--- src/rtl/multi_channel_arbiter.sv ---
// Multi-channel sensor arbiter: per-channel FIFOs, fixed-priority-with-aging or
// round-robin selection, and one registered valid/ready output stage.
module multi_channel_arbiter #(
  parameter int NUM_CH     = 4,
  parameter int DATA_W     = 16,
  parameter int FIFO_DEPTH = 4,
  parameter int AGE_LIMIT  = 8,
  parameter int ID_W       = $clog2(NUM_CH)
) (
  input  logic                     clk,
  input  logic                     rst,
  input  logic                     enable,
  input  logic                     mode,
  input  logic [NUM_CH*DATA_W-1:0] ch_data,
  input  logic [NUM_CH-1:0]        ch_valid,
  output logic [NUM_CH-1:0]        ch_ready,
  output logic [DATA_W-1:0]        out_data,
  output logic [ID_W-1:0]          out_id,
  output logic                     out_valid,
  input  logic                     out_ready,
  output logic [NUM_CH-1:0]        pending,
  output logic [NUM_CH-1:0]        overflow,
  input  logic                     clear_overflow
);

  localparam int PTR_W = $clog2(FIFO_DEPTH);
  localparam int CNT_W = PTR_W + 1;

  logic [DATA_W-1:0] mem    [NUM_CH][FIFO_DEPTH];
  logic [PTR_W-1:0]  wr_ptr [NUM_CH];
  logic [PTR_W-1:0]  rd_ptr [NUM_CH];
  logic [CNT_W-1:0]  count  [NUM_CH];
  logic [7:0]        age    [NUM_CH];
  logic [ID_W-1:0]   last_grant;

  logic [NUM_CH-1:0] push;
  logic [NUM_CH-1:0] pop;
  logic [NUM_CH-1:0] aged;
  logic              slot_free;
  logic              grant_valid;
  logic [ID_W-1:0]   grant_idx;
  logic [DATA_W-1:0] head_data;
  int                rr_idx;

  always_comb begin
    ch_ready = '0;
    pending  = '0;
    push     = '0;
    aged     = '0;
    for (int i = 0; i < NUM_CH; i++) begin
      pending[i]  = (count[i] != '0);
      ch_ready[i] = (count[i] != CNT_W'(FIFO_DEPTH)) && !rst;
      push[i]     = ch_valid[i] && ch_ready[i];
      aged[i]     = pending[i] && (age[i] >= 8'(AGE_LIMIT));
    end
  end

  // Loops run from lowest to highest priority so the last match wins.
  always_comb begin
    slot_free   = !out_valid || out_ready;
    grant_valid = slot_free && enable && (|pending);
    grant_idx   = '0;
    rr_idx      = 0;
    if (!mode) begin
      for (int i = NUM_CH - 1; i >= 0; i--)
        if (pending[i]) grant_idx = ID_W'(i);
      if (|aged)
        for (int i = NUM_CH - 1; i >= 0; i--)
          if (aged[i]) grant_idx = ID_W'(i);
    end else begin
      for (int k = NUM_CH; k >= 1; k--) begin
        rr_idx = (int'(last_grant) + k) % NUM_CH;
        if (pending[rr_idx]) grant_idx = ID_W'(rr_idx);
      end
    end
    pop = '0;
    for (int i = 0; i < NUM_CH; i++)
      pop[i] = grant_valid && (grant_idx == ID_W'(i));
  end

  assign head_data = mem[grant_idx][rd_ptr[grant_idx]];

  always_ff @(posedge clk) begin
    for (int i = 0; i < NUM_CH; i++)
      if (push[i]) mem[i][wr_ptr[i]] <= ch_data[i*DATA_W +: DATA_W];
  end

  always_ff @(posedge clk or posedge rst) begin
    if (rst) begin
      for (int i = 0; i < NUM_CH; i++) begin
        wr_ptr[i] <= '0;
        rd_ptr[i] <= '0;
        count[i]  <= '0;
        age[i]    <= '0;
      end
      overflow <= '0;
    end else begin
      for (int i = 0; i < NUM_CH; i++) begin
        if (push[i]) wr_ptr[i] <= wr_ptr[i] + PTR_W'(1);
        if (pop[i])  rd_ptr[i] <= rd_ptr[i] + PTR_W'(1);
        case ({push[i], pop[i]})
          2'b10:   count[i] <= count[i] + CNT_W'(1);
          2'b01:   count[i] <= count[i] - CNT_W'(1);
          default: ;
        endcase
        if (ch_valid[i] && !ch_ready[i])
          overflow[i] <= 1'b1;
        else if (clear_overflow)
          overflow[i] <= 1'b0;
        // Ages only move on grant cycles, so they freeze while enable is low.
        if (!pending[i] || pop[i])
          age[i] <= '0;
        else if (grant_valid && age[i] != 8'hFF)
          age[i] <= age[i] + 8'd1;
      end
    end
  end

  always_ff @(posedge clk or posedge rst) begin
    if (rst) begin
      out_valid  <= 1'b0;
      out_data   <= '0;
      out_id     <= '0;
      last_grant <= ID_W'(NUM_CH - 1);
    end else if (slot_free) begin
      if (grant_valid) begin
        out_valid  <= 1'b1;
        out_data   <= head_data;
        out_id     <= grant_idx;
        last_grant <= grant_idx;
      end else begin
        out_valid  <= 1'b0;
      end
    end
  end

endmodule

--- config.mk ---
export PLATFORM = sky130hd
export DESIGN_NAME = multi_channel_arbiter
export DESIGN_NICKNAME = d
export VERILOG_FILES = /design/src/rtl/multi_channel_arbiter.sv
export SDC_FILE = /design/constraint.sdc
export NUM_CORES = 1
export LEC_CHECK = 0
export ABC_AREA = 0
export CAP_MARGIN = 15
export CORE_UTILIZATION = 39
export CTS_BUF_LIST = sky130_fd_sc_hd__clkbuf_8
export DETAILED_ROUTE_END_ITERATION = 10
export PLACE_DENSITY = 0.58
export SETUP_SLACK_MARGIN = 0.05
export SLEW_MARGIN = 30
export SYNTH_ARGS = -nofsm -noshare
export SYNTH_HDL_FRONTEND = slang
export SYNTH_SLANG_ARGS = --single-unit
export TNS_END_PERCENT = 20
--- constraint.sdc ---
create_clock -name clk -period 4.4 [get_ports clk]
set_input_delay 1.32 -clock clk [delete_from_list [all_inputs] [get_ports clk]]
set_output_delay 1.32 -clock clk [all_outputs]
set_load 0.02 [all_outputs]
==> flow_metrics.py <==
metrics = {
    "route": {
        "highest_layer": "met4",
        "met3_wirelength_mm": 2.44,
        "detail-route-antenna-nets": 0,
        "drc": 0,
        "firstDrtPassIters": 5,
        "met2_wire_len_mm": 19.8,
        "finalWirelength_mm": 41.9,
        "num_vias": 10100,
        "post_route_m1_wl_mm": 18.3,
        "dr.first_iter.drc_count": 808,
        "routed_via_density": 5.51,
        "detail_route.wl_per_cell_um": 22.9,
    },
    "die": {
        "boundaryPins": 105,
        "die-area_mm2": 0.0392,
        "start_util_pct": 39.7,
        "die-height_um": 198,
        "rows": 71,
        "placeableCoreArea_mm2": 0.0378,
        "fp.dieW_um": 198,
    },
    "sta": {
        "unrepaired_setup_endpoints_after_global_routing": "false",
        "setup_total_negative_slack_ns": 0,
        "finalHoldViolCount": 0,
        "tightestPinTransition_ns": 0.952,
        "fin_crit_ns": 4.20,
        "worst_relative_slew_slack_pct": 36.2,
        "finalClockSkew_ns": 0.0240,
        "final_cycle_share_pct": 95.4,
        "final-max-slew-violation-count": 0,
        "fin_worst_hold_slack_ns": 0.472,
        "setup_viol": 0,
        "fmax_ghz": 0.238,
    },
    "synth": {
        "ys.warnings.count": 0,
        "synth.avg_cell_area_um2": 13.4,
        "synth-main-ff-cell": "sky130_fd_sc_hd__edfxtp_1",
        "synthMuxAreaShare_pct": 2.67,
        "synth_top_family_by_area": "compound AO/OA/AOI/OAI gates",
        "postSynthRegisterBits": 341,
        "async_flop_share_pct": 24.9,
        "synth.top_cells.by_area": "sky130_fd_sc_hd__edfxtp_1, sky130_fd_sc_hd__dfrtp_1, sky130_fd_sc_hd__o221a_2",
        "synth_compound_gate_area_share_pct": 15.2,
        "synth.largest_area_cell": "sky130_fd_sc_hd__edfxtp_1",
        "syn_nets": 1221,
        "syn_area_mm2": 0.0150,
        "yosys.cell_types.count": 58,
        "synthDominantCellAreaShare_pct": 51.3,
        "synth.most_common_cell": "sky130_fd_sc_hd__edfxtp_1",
        "synth_xor_xnor_area_share_pct": 2.69,
        "synthCells": 1115,
        "part_of_the_yosys_area_used_for_sequential_elements_pct": 65.5,
        "yosys.area_share.simple_pct": 7.42,
        "yosys.area_share.adder_pct": 2.87,
        "post_synth_most_frequent_cells": "sky130_fd_sc_hd__edfxtp_1, sky130_fd_sc_hd__nand2_1, sky130_fd_sc_hd__dfrtp_1",
        "synth_edf_count": 256,
    },
    "grt": {
        "groute.usage.overall_pct": 21.8,
        "global_route_wire_length_before_repair_mm": 62.8,
        "maximum_number_of_pins_on_one_net_before_global_route_repair": 76,
        "grt_overflow": 0,
        "antenna_violations_before_repair": 1,
        "via_count_of_the_first_global_routing_pass": 10100,
    },
    "critical_path": {
        "worst_setup_path_startpoint": "rst",
        "timing.rr.start": "count[3]$_DFFE_PP0P_",
        "critical-path-top-delay-family": "buffers and inverters",
        "cp_cell_sequence": "clkdlybuf4s50_1 > a31oi_1 > clkdlybuf4s50_1",
        "ws_path_type": "primary input to output pin",
        "worstPathMaxFanout": 5,
        "cp-end-kind": "output pin",
        "timing.critical_path.slowest_stage_cell": "sky130_fd_sc_hd__clkdlybuf4s50_1",
        "cp_slowest_stage_delay_ns": 0.66,
        "crit_path_dat_ns": 2.88,
        "ff2ff_path_depth": 12,
        "setup_slack_of_the_most_critical_reg_to_reg_path_ns": 0.93,
        "path_buf_inv": 2,
        "worst-path-stages": 3,
        "regToRegEndpoint": "out_data[5]$_DFFE_PP0P_",
        "cpMostUsedCell": "sky130_fd_sc_hd__clkdlybuf4s50_1",
        "worstSetupEndpoint": "ch_ready[2]",
        "setup.worst_path.start_class": "primary input",
        "worstPathRequired_ns": 3.08,
    },
    "cts": {
        "tritoncts_clock_tree": "yes",
        "postCtsSetupBuffers": 0,
        "clk_transition_reported_paths_ns": 0.06,
        "number_of_clock_buffers_inserted_by_tritoncts": 58,
        "hold_buffers": 0,
        "clk_path_buf_depth": 3,
        "clock_tree.root_cell": "sky130_fd_sc_hd__clkbuf_8",
        "insertion_delay_ns": 0.63,
        "post_cts_resized": 0,
        "cts_num_sinks": 341,
        "htree_levels": 2,
    },
    "place": {
        "numPortBuffers": 104,
        "gpl.final_weighted_congestion": 0.778,
        "hpwlAfterDp_mm": 25.4,
    },
    "power": {
        "vdd_ir_drop_max_v": 0.000427,
        "power_density_mw_per_mm2": 685,
        "p_leak_uw": 0.00677,
    },
    "final_layout": {
        "numnets_final": 1370,
        "synthToLayoutAreaGrowth_pct": 20.4,
        "drive_above_1_share_pct": 16.5,
    },
    "run_status": {
        "status": "complete, no violations",
    },
    "min_path": {
        "holdCritPathClass": "flop to flop",
    },
    "flow_run": {
        "maxCapViolCount": 0,
    },
}
## where the power goes
group          switching, uW  internal (uW)  total [uW]
Sequential               332           4030        4360
Clock                   1300           1510        2810
Combinational           3160           2030        5200
Total                   4800           7570       12400
## per-stage QoR
step / utilization [%] / area [um^2] / instances / power (uW) / setup slack, ns
final: 47.8 / 18000 / 1826 / 12400 / 0.200
after floorplan: - / 15000 / 1115 / 7810 / 0.783
after global routing: 47.8 / 18000 / 1825 / 13000 / 0.118
after detailed placement: 44.7 / 16900 / 1715 / 9610 / 0.204
after CTS: 47.8 / 18000 / 1825 / 12400 / 0.187
after global placement: 44.7 / 16900 / 1715 / 9540 / 0.174
## worst min path at each step
stage,startpoint,end,slack [ns],cells after the start
final,rd_ptr[7]$_DFFE_PP0P_,rd_ptr[7]$_DFFE_PP0P_,0.47,1
after global routing,rd_ptr[5]$_DFFE_PP0P_,rd_ptr[5]$_DFFE_PP0P_,0.49,1
after CTS,rd_ptr[7]$_DFFE_PP0P_,rd_ptr[7]$_DFFE_PP0P_,0.47,1
after detailed placement,rd_ptr[5]$_DFFE_PP0P_,rd_ptr[5]$_DFFE_PP0P_,0.47,1
after global placement,rd_ptr[7]$_DFFE_PP0P_,rd_ptr[7]$_DFFE_PP0P_,0.46,1
after floorplan,rd_ptr[5]$_DFFE_PP0P_,rd_ptr[5]$_DFFE_PP0P_,0.44,1
## registers in the layout, summed over array words and instances, names as in the netlist
register and flops:
wr_ptr 8, rd_ptr 8, out_data 16, last_grant 2, count 12, mem 256
out_id 2, overflow 4, out_valid 1, age 32
## kinds of logic (layout without fill, tap and decap cells)
group	count (synthesis)	after routing
and+or+nand+nor	229	229
AOI/OAI and AO/OA	304	304
adders and majority gates	32	32
other	0	1
muxes	40	40
buffers and inverters	123	322
xor gates and xnor gates	46	46
DFF	341	341
## worst reg2reg max path: stages, from the launching register on
cell	delay, ns
sky130_fd_sc_hd__dfrtp_1	0.41
sky130_fd_sc_hd__nor3_2	0.43
sky130_fd_sc_hd__inv_1	0.21
sky130_fd_sc_hd__o21ai_1	0.15
sky130_fd_sc_hd__o211a_2	0.22
sky130_fd_sc_hd__buf_4	0.57
sky130_fd_sc_hd__o22ai_4	0.20
sky130_fd_sc_hd__buf_12	0.21
sky130_fd_sc_hd__buf_12	0.20
sky130_fd_sc_hd__a211oi_1	0.36
sky130_fd_sc_hd__nor4_1	0.08
sky130_fd_sc_hd__o21ai_0	0.20
sky130_fd_sc_hd__o211ai_1	0.11
## area by class of cell
cell class | instances | area [um^2]
antenna | 1 | 2.50
clock buffer | 67 | 922
clock inverter | 43 | 239
fill | 3332 | 19700
inverter | 50 | 190
multi-input combinational | 651 | 4650
sequential | 341 | 9820
tap | 511 | 639
timing repair buffer | 162 | 1590
## layer usage
| layer | vias up | track usage [%] |
|---|---|---|
| li1 | 4572 | - |
| met3 | 87 | 3.08 |
| met1 | 5005 | 29.9 |
| met5 | - | 0 |
| met2 | 395 | 35.2 |
| met4 | 0 | 8.44 |
## placed cells by master, fill, tap and decap left out, drive strengths merged, types with 28 or more instances in the layout
cell,count
a211oi,52
a21oi,75
a22oi,33
buf,58
clkbuf,67
clkdlybuf4s50,104
dfrtp,83
edfxtp,256
ha,28
inv,66
mux2i,40
nand2,103
nor2,47
o21ai,32
o221a,50
Note: power is estimated with default switching activity, not from simulation.
